## src/rtl/rr_req_arbiter.sv

```systemverilog
// rr_req_arbiter: round-robin arbiter that shares one resource among 16
// requesters. It issues a registered one-hot grant and the encoded owner
// index. Ownership ends on release, when the owner drops its request, or
// when the hold limit is reached. A limit-forced end raises timeout for one
// cycle. Every grant is followed by exactly one idle cycle, so grants never
// abut.
module rr_req_arbiter #(
  parameter int unsigned HOLD_MAX = 255
) (
  input  logic        clk,
  input  logic        rst,
  input  logic [15:0] req_i,
  input  logic        release_i,
  output logic [15:0] gnt_o,
  output logic [3:0]  gnt_idx_o,
  output logic        gnt_vld_o,
  output logic        timeout_o
);

  // A limit of zero turns the forced end off completely.
  localparam bit         TIMEOUT_EN = (HOLD_MAX != 0);
  localparam logic [7:0] HOLD_LIM   = 8'(HOLD_MAX);
  localparam logic [7:0] HOLD_SAT   = 8'hFF;

  typedef enum logic [0:0] {
    IDLE  = 1'b0,
    GRANT = 1'b1
  } state_e;

  state_e      state_q, state_d;
  logic [3:0]  ptr_q, ptr_d;
  logic [3:0]  cur_q, cur_d;
  logic [7:0]  hold_cnt_q, hold_cnt_d;
  logic [15:0] gnt_q, gnt_d;
  logic [3:0]  gnt_idx_q, gnt_idx_d;
  logic        gnt_vld_q, gnt_vld_d;
  logic        timeout_q, timeout_d;

  logic [3:0]  winner;
  logic        any_req;
  logic        end_normal;
  logic        end_forced;

  // Return the first requester found by scanning circularly upward from
  // start. The 4-bit index wraps naturally from 15 back to 0.
  function automatic logic [3:0] rr_pick(input logic [15:0] r,
                                         input logic [3:0]  start);
    logic [3:0] idx;
    logic [3:0] pick;
    logic       found;
    pick  = '0;
    found = 1'b0;
    for (int i = 0; i < 16; i++) begin
      idx = start + 4'(i);
      if (!found && r[idx]) begin
        pick  = idx;
        found = 1'b1;
      end
    end
    return pick;
  endfunction

  // The hold counter stops at all-ones instead of wrapping. This matters
  // when the limit is disabled and a grant is held for a long time.
  function automatic logic [7:0] hold_inc(input logic [7:0] cnt);
    return (cnt == HOLD_SAT) ? cnt : cnt + 8'd1;
  endfunction

  // Arbitration decode and end-of-grant qualification.
  // Release takes priority over a request drop, and both take priority
  // over the limit. A voluntary end in the limit cycle therefore never
  // reports a timeout.
  always_comb begin
    winner     = rr_pick(req_i, ptr_q);
    any_req    = |req_i;
    end_normal = release_i || !req_i[cur_q];
    end_forced = !end_normal && TIMEOUT_EN && (hold_cnt_q == HOLD_LIM);
  end

  // Next-state and next-output logic. Outputs default to the idle values.
  always_comb begin
    state_d    = state_q;
    ptr_d      = ptr_q;
    cur_d      = cur_q;
    hold_cnt_d = hold_cnt_q;
    gnt_d      = '0;
    gnt_idx_d  = '0;
    gnt_vld_d  = 1'b0;
    timeout_d  = 1'b0;
    unique case (state_q)
      IDLE: begin
        // release_i has no effect here. The idle cycle that follows a
        // forced end may also pick the next owner.
        if (any_req) begin
          state_d    = GRANT;
          cur_d      = winner;
          hold_cnt_d = 8'd1;
          gnt_d      = 16'd1 << winner;
          gnt_idx_d  = winner;
          gnt_vld_d  = 1'b1;
        end
      end
      GRANT: begin
        if (end_normal || end_forced) begin
          state_d    = IDLE;
          ptr_d      = cur_q + 4'd1;
          hold_cnt_d = '0;
          timeout_d  = end_forced;
        end else begin
          // Other request bits are ignored, so the owner is never preempted.
          hold_cnt_d = hold_inc(hold_cnt_q);
          gnt_d      = gnt_q;
          gnt_idx_d  = cur_q;
          gnt_vld_d  = 1'b1;
        end
      end
      default: begin
        state_d = IDLE;
      end
    endcase
  end

  // State and output registers. Reset is asynchronous, so the outputs
  // clear at once even in the middle of a grant.
  always_ff @(posedge clk or posedge rst) begin
    if (rst) begin
      state_q    <= IDLE;
      ptr_q      <= '0;
      cur_q      <= '0;
      hold_cnt_q <= '0;
      gnt_q      <= '0;
      gnt_idx_q  <= '0;
      gnt_vld_q  <= 1'b0;
      timeout_q  <= 1'b0;
    end else begin
      state_q    <= state_d;
      ptr_q      <= ptr_d;
      cur_q      <= cur_d;
      hold_cnt_q <= hold_cnt_d;
      gnt_q      <= gnt_d;
      gnt_idx_q  <= gnt_idx_d;
      gnt_vld_q  <= gnt_vld_d;
      timeout_q  <= timeout_d;
    end
  end

  assign gnt_o     = gnt_q;
  assign gnt_idx_o = gnt_idx_q;
  assign gnt_vld_o = gnt_vld_q;
  assign timeout_o = timeout_q;

endmodule

```

## config.mk

```make
export PLATFORM = sky130hd
export DESIGN_NAME = rr_req_arbiter
export DESIGN_NICKNAME = d
export VERILOG_FILES = /design/src/rtl/rr_req_arbiter.sv
export SDC_FILE = /design/constraint.sdc
export NUM_CORES = 1
export LEC_CHECK = 0
export BUFFER_PORTS_ARGS = -buffer_cell sky130_fd_sc_hd__buf_4
export CAP_MARGIN = 40
export CORE_MARGIN = 2
export CORE_UTILIZATION = 55
export CTS_CLUSTER_SIZE = 40
export DETAILED_ROUTE_END_ITERATION = 6
export GPL_TIMING_DRIVEN = 0
export HOLD_SLACK_MARGIN = 0.06
export MAX_ROUTING_LAYER = met4
export PLACE_DENSITY = 0.78
export RECOVER_POWER = 50
export SYNTH_ARGS = -nofsm -noshare
export SYNTH_HDL_FRONTEND = slang
export SYNTH_SLANG_ARGS = --single-unit
```

## constraint.sdc

```tcl
create_clock -name clk -period 4.9 [get_ports clk]
set_input_delay 0.245 -clock clk [delete_from_list [all_inputs] [get_ports clk]]
set_output_delay 0.245 -clock clk [all_outputs]
set_load 0.02 [all_outputs]
```

After elaboration in Yosys (flattened, before gate mapping)
Index checks and enable logic that the tools add are counted.
{ "totals": {"ff_bits": 38, "in_bits": 19, "output_inout_bits": 22, "wordCells": 166} }
{ "classes": {"n_addsub": 17, "n_lt_le_gt_ge": 17, "eq_ne": 4, "n_shift": 1, "n_mux": 80, "bitwise": 1, "reduce_logical": 39} }
{ "op_table": {"columns": ["op", "n"], "rows": [
  ["4-bit by 5-bit < comparator with 1-bit output (second input constant)", 17],
  ["4-bit 2-to-1 mux", 18],
  ["1-bit binary-select mux with 4-bit select", 17],
  ["1-bit 2-to-1 mux", 36],
  ["4-bit adder (second input constant)", 8],
  ["16-bit 2-to-1 mux", 2],
  ["16-bit one-hot mux with 2 select lines", 1],
  ["8-bit 2-to-1 mux", 3],
  ["1-bit logical NOT", 17],
  ["4-bit by 3-bit adder with 4-bit output (second input constant)", 4],
  ["1-bit logical AND", 16],
  ["8-bit one-hot mux with 2 select lines", 1],
  ["16-bit OR reduction", 1],
  ["1-bit by 4-bit << shifter with 16-bit output (first input constant)", 1],
  ["4-bit by 1-bit adder with 4-bit output (second input constant)", 2],
  ["4-bit by 2-bit adder with 4-bit output (second input constant)", 2],
  ["8-bit by 1-bit adder with 8-bit output (second input constant)", 1],
  ["8-bit equality test (second input constant)", 1],
  ["4-bit one-hot mux with 2 select lines", 1],
  ["2-bit AND reduction", 3],
  ["3-bit by 2-bit != test with 1-bit output (second input constant)", 1],
  ["1-bit logical OR", 2],
  ["2-bit by 1-bit != test with 1-bit output (second input constant)", 1],
  ["2-bit != test (second input constant)", 1],
  ["2 further kinds", 2]
]} }

Depth between registers and ports, before layout
{ "depth": {"ltp_word": 51, "ltp_mapped": 19, "mapped_depth_nobuf": 11} }

Least setup slack after synthesis
Ideal clock, no wire load.
{ "synth_timing": {"path_kind": "flip-flop to flip-flop", "from": "register ptr_q[1]", "to": "register gnt_q[0] (netlist: gnt_o[0])", "setup_time_ps": 122, "arrival_time_ps": 4752, "required_time_ps": 4778, "path_slack_ps": 27, "stages_incl_launch_ff": 17, "path_buffers": 7, "synth_period_minus_slack_ps": 4873, "cell_sequence": "dfrtp_1 > buf_2 > buf_2 > buf_2 > inv_1 > ha_1 > buf_6 > buf_6 > clkbuf_1 > mux4_2 > mux4_2 > or4_4 > or3_4 > o221a_4 > o32a_1 > buf_6 > a32o_1"} }
{ "synth_between": {"elab_chain_len": 51, "word_cells_on_any_way": 111, "classes_between": "add/sub: 15; shift: 1; mux: 65; reduce/logical: 30"} }
{ "synth_rtl": {"columns": ["element", "line_no", "text"], "rows": [
  ["start: declaration", "31", "logic [3:0] ptr_q, ptr_d;"],
  ["start signal: assignment", "137", "ptr_q <= ptr_d;"],
  ["parallel branches: the longest is 47 deep, another holds 4-bit by 1-bit adder with 4-bit output", null, null],
  ["4-bit 2-to-1 mux *", "55", "if (!found && r[idx]) begin"],
  ["1-bit by 4-bit << shifter with 16-bit output *", "98", "gnt_d = 16'd1 << winner;"],
  ["16-bit 2-to-1 mux *", "94", "if (any_req) begin"],
  ["16-bit one-hot mux with 2 select lines *", "90", "unique case (state_q)"],
  ["end signal: assignment", "140", "gnt_q <= gnt_d;"],
  ["end: declaration", "34", "logic [15:0] gnt_q, gnt_d;"]
]} }
Mark *: on every way between the ends. The select of a mux whose other input is x is not followed.
A chain may end at the register's enable or synchronous reset.

Final worst setup path
Ends and elaborated chain as after synthesis.

==> impl_metrics.json <==
{
  "yosysTopAreaCellShare": 0.232,
  "clkLatencyLatePin_ns": 0.28,
  "placed_area_um2": 4560,
  "dp_hpwl_mm": 8.64,
  "clock_sinks": 38,
  "drv_slew": 0,
  "path_clk_slew_ns": 0.08,
  "netlist.top_cell.by_area": "dfrtp_1",
  "cp-end-kind": "flip-flop",
  "worst_pin_slew_ns": 1.02,
  "hold_path.class": "in -> reg",
  "synth_edf_count": 0,
  "syn2layout_area_growth_pct": 14.9,
  "drc_errors": 0,
  "syn_nets": 457,
  "critPathLaunch": "ptr_q[1]",
  "numPortBuffers": 40,
  "rr_worst_depth": 15,
  "vias": 3946,
  "start_util": 0.568,
  "ys_ff_latch": 38,
  "yosys-top-cells-area": "dfrtp_1 (23%), mux4_2 (18%), mux2i_1 (8.6%)",
  "die_area_um2": 8150,
  "wl_per_cell_um": 19.8,
  "syn_avg_cell_area_um2": 9.55,
  "yosysSeqAreaShare": 0.232,
  "crit_type": "reg -> reg",
  "wl_mm": 11.6,
  "maxSlewHeadroom": 0.318,
  "grt_pass1_wl_mm": 19.1,
  "grt_usage": 0.296,
  "critPathMaxFanout": 19,
  "stdcell_area_um2": 4710,
  "fin_crit_ns": 4.74,
  "synth_commonest_cells": "nand2_1 (47), dfrtp_1 (38), mux2i_1 (35), nor2_1 (33), mux4_2 (32)",
  "endpoint": "gnt_o[0]",
  "place.gp.congestion": 0.960,
  "fin_setup_tns_ns": 0,
  "min_path_cells": 3,
  "skew_ns": 0.00787,
  "core_um2": 7210,
  "drt_iter0_markers": 503,
  "grt_max_degree": 21,
  "cts_root_buffer": "clkbuf_8",
  "finalCritPeriodShare": 0.966,
  "fp-row-count": 31,
  "grt-ovfl-total": 0,
  "pin_count": 41,
  "yosysMostFrequentCell": "nand2_1",
  "hold_viol": 0,
  "fmax_mhz": 211,
  "drt-vias-per-instance": 6.71,
  "critPathArrivalTime_ns": 4.91,
  "rsz0062_at_grt": "no",
  "syn_area_um2": 4100,
  "clockBufferDepth": 2,
  "cap_violations": 0,
  "dieWidth_um": 90.3,
  "setup_viol": 0,
  "nFillCells": 641,
  "async_flop_share": 1.00,
  "n_antenna_cell": 0,
  "ys_warn_count": 0,
  "r2r-start": "ptr_q[1]",
  "start_kind": "flip-flop",
  "crit_required_ns": 5.07,
  "rrSetupSlack_ns": 0.16,
  "reg2reg_to": "gnt_o[0]",
  "ys.flop_type": "dfrtp_1",
  "dr.pass1.iters": 6,
  "status": "complete, no violations",
  "die_y_um": 90.3,
  "syn_inst": 429,
  "antenna_found_initial": 0,
  "fin_nets": 516,
  "grt_pass1_vias": 3832,
  "cts_buffers": 5,
  "cts_tree": "yes",
  "drive_gt1_frac": 0.243,
  "h-tree-depth": 2,
  "synthDistinctLibCells": 66,
  "antenna_left": 0
}
worst min path at each step:
stage | end | startpoint | slack (ns)
6_report | timeout_o | release_i | 0.24
5_1_grt | timeout_o | release_i | 0.25
4_1_cts | gnt_o[0] | rst | 0.17
3_5_place_dp | gnt_idx_o[1] | rst | 0.47
3_3_place_gp | gnt_o[3] | gnt_o[3] | 0.46
2_1_floorplan | timeout_o | release_i | 0.42
per-stage QoR:
stage               hold WS (ns)  setup slack, ns   util  std cells
finish                     0.238            0.165  0.653        588
global route               0.253          0.00207  0.653        588
CTS                        0.165           0.0551  0.658        586
detailed placement         0.471           -0.857  0.631        570
global placement           0.462           -0.807  0.627        568
floorplan                  0.424           0.0268      -        429
cell type report:
cell class / instances / area [µm²] / share of cell area
Buffer: 23 / 151 / 0.0322
Timing Repair Buffer: 53 / 310 / 0.0659
Clock inverter: 1 / 5.00 / 0.00106
Clock buffer: 7 / 86.3 / 0.0183
Tap cell: 99 / 124 / 0.0263
Multi-Input combinational cell: 349 / 3010 / 0.639
Sequential cell: 38 / 951 / 0.202
Inverter: 18 / 71.3 / 0.0151
worst max-delay path, cell delays in order (launching register included):
cell	delay, ns
dfrtp_1	0.35
buf_4	0.18
buf_8	0.22
clkinvlp_4	0.13
ha_1	0.32
buf_6	0.13
buf_6	0.16
clkbuf_4	0.24
mux4_2	0.39
mux4_2	0.54
or4_4	0.56
or3_4	0.38
o221a_4	0.25
o32a_1	0.38
buf_6	0.16
a32o_1	0.23
layer usage:
| metal | track usage | vias up | wire length, µm |
|---|---|---|---|
| met5 | - | - | 0 |
| met1 | 0.401 | 1881 | 4760 |
| met2 | 0.458 | 256 | 5520 |
| li1 | - | 1762 | - |
| met4 | 0.0949 | 0 | 371 |
| met3 | 0.0509 | 47 | 993 |
logic make-up after synthesis:
kind of cell | synth area share
compound gates | 0.178
xor+xnor | 0.0360
fa+ha+maj | 0.0275
buf+inv | 0.0504
flops | 0.232
mux | 0.318
simple gates | 0.158
cells in the final DEF, fill, tap and decap left out, types with 4 or more instances in the layout:
cell type,n
mux2_1,4
a32o_1,5
buf_6,5
nor3_1,5
xor2_1,5
xnor2_1,9
clkbuf_8,6
a21oi_1,14
nand4_1,4
buf_4,28
mux2i_1,33
inv_1,15
nor4_1,5
clkbuf_1,33
nand2b_1,4
o31ai_1,9
mux4_2,32
nand3_1,11
nor2b_1,8
buf_2,6
dfrtp_1,38
mux2_2,14
a211oi_1,6
nor2_1,33
nand2_1,47
o21ai_0,20
ha_1,9
o22ai_1,5
timing repair:
action,CTS,global route
gates resized for setup,11,13
endpoints found under the hold margin,0,9
pin swaps,1,1
hold buffers,0,1
buffers inserted,8,1
setup endpoints to repair,24,22
cloned,0,0
registers in the layout, indices dropped and copies added, names as in the netlist:
register,cells
cur_q,4
gnt_idx_o,4
gnt_o,16
gnt_vld_o,1
hold_cnt_q,8
ptr_q,4
timeout_o,1
Power is not shown: default switching activity piles up to over one toggle a cycle in this logic, so the estimate is an artifact.
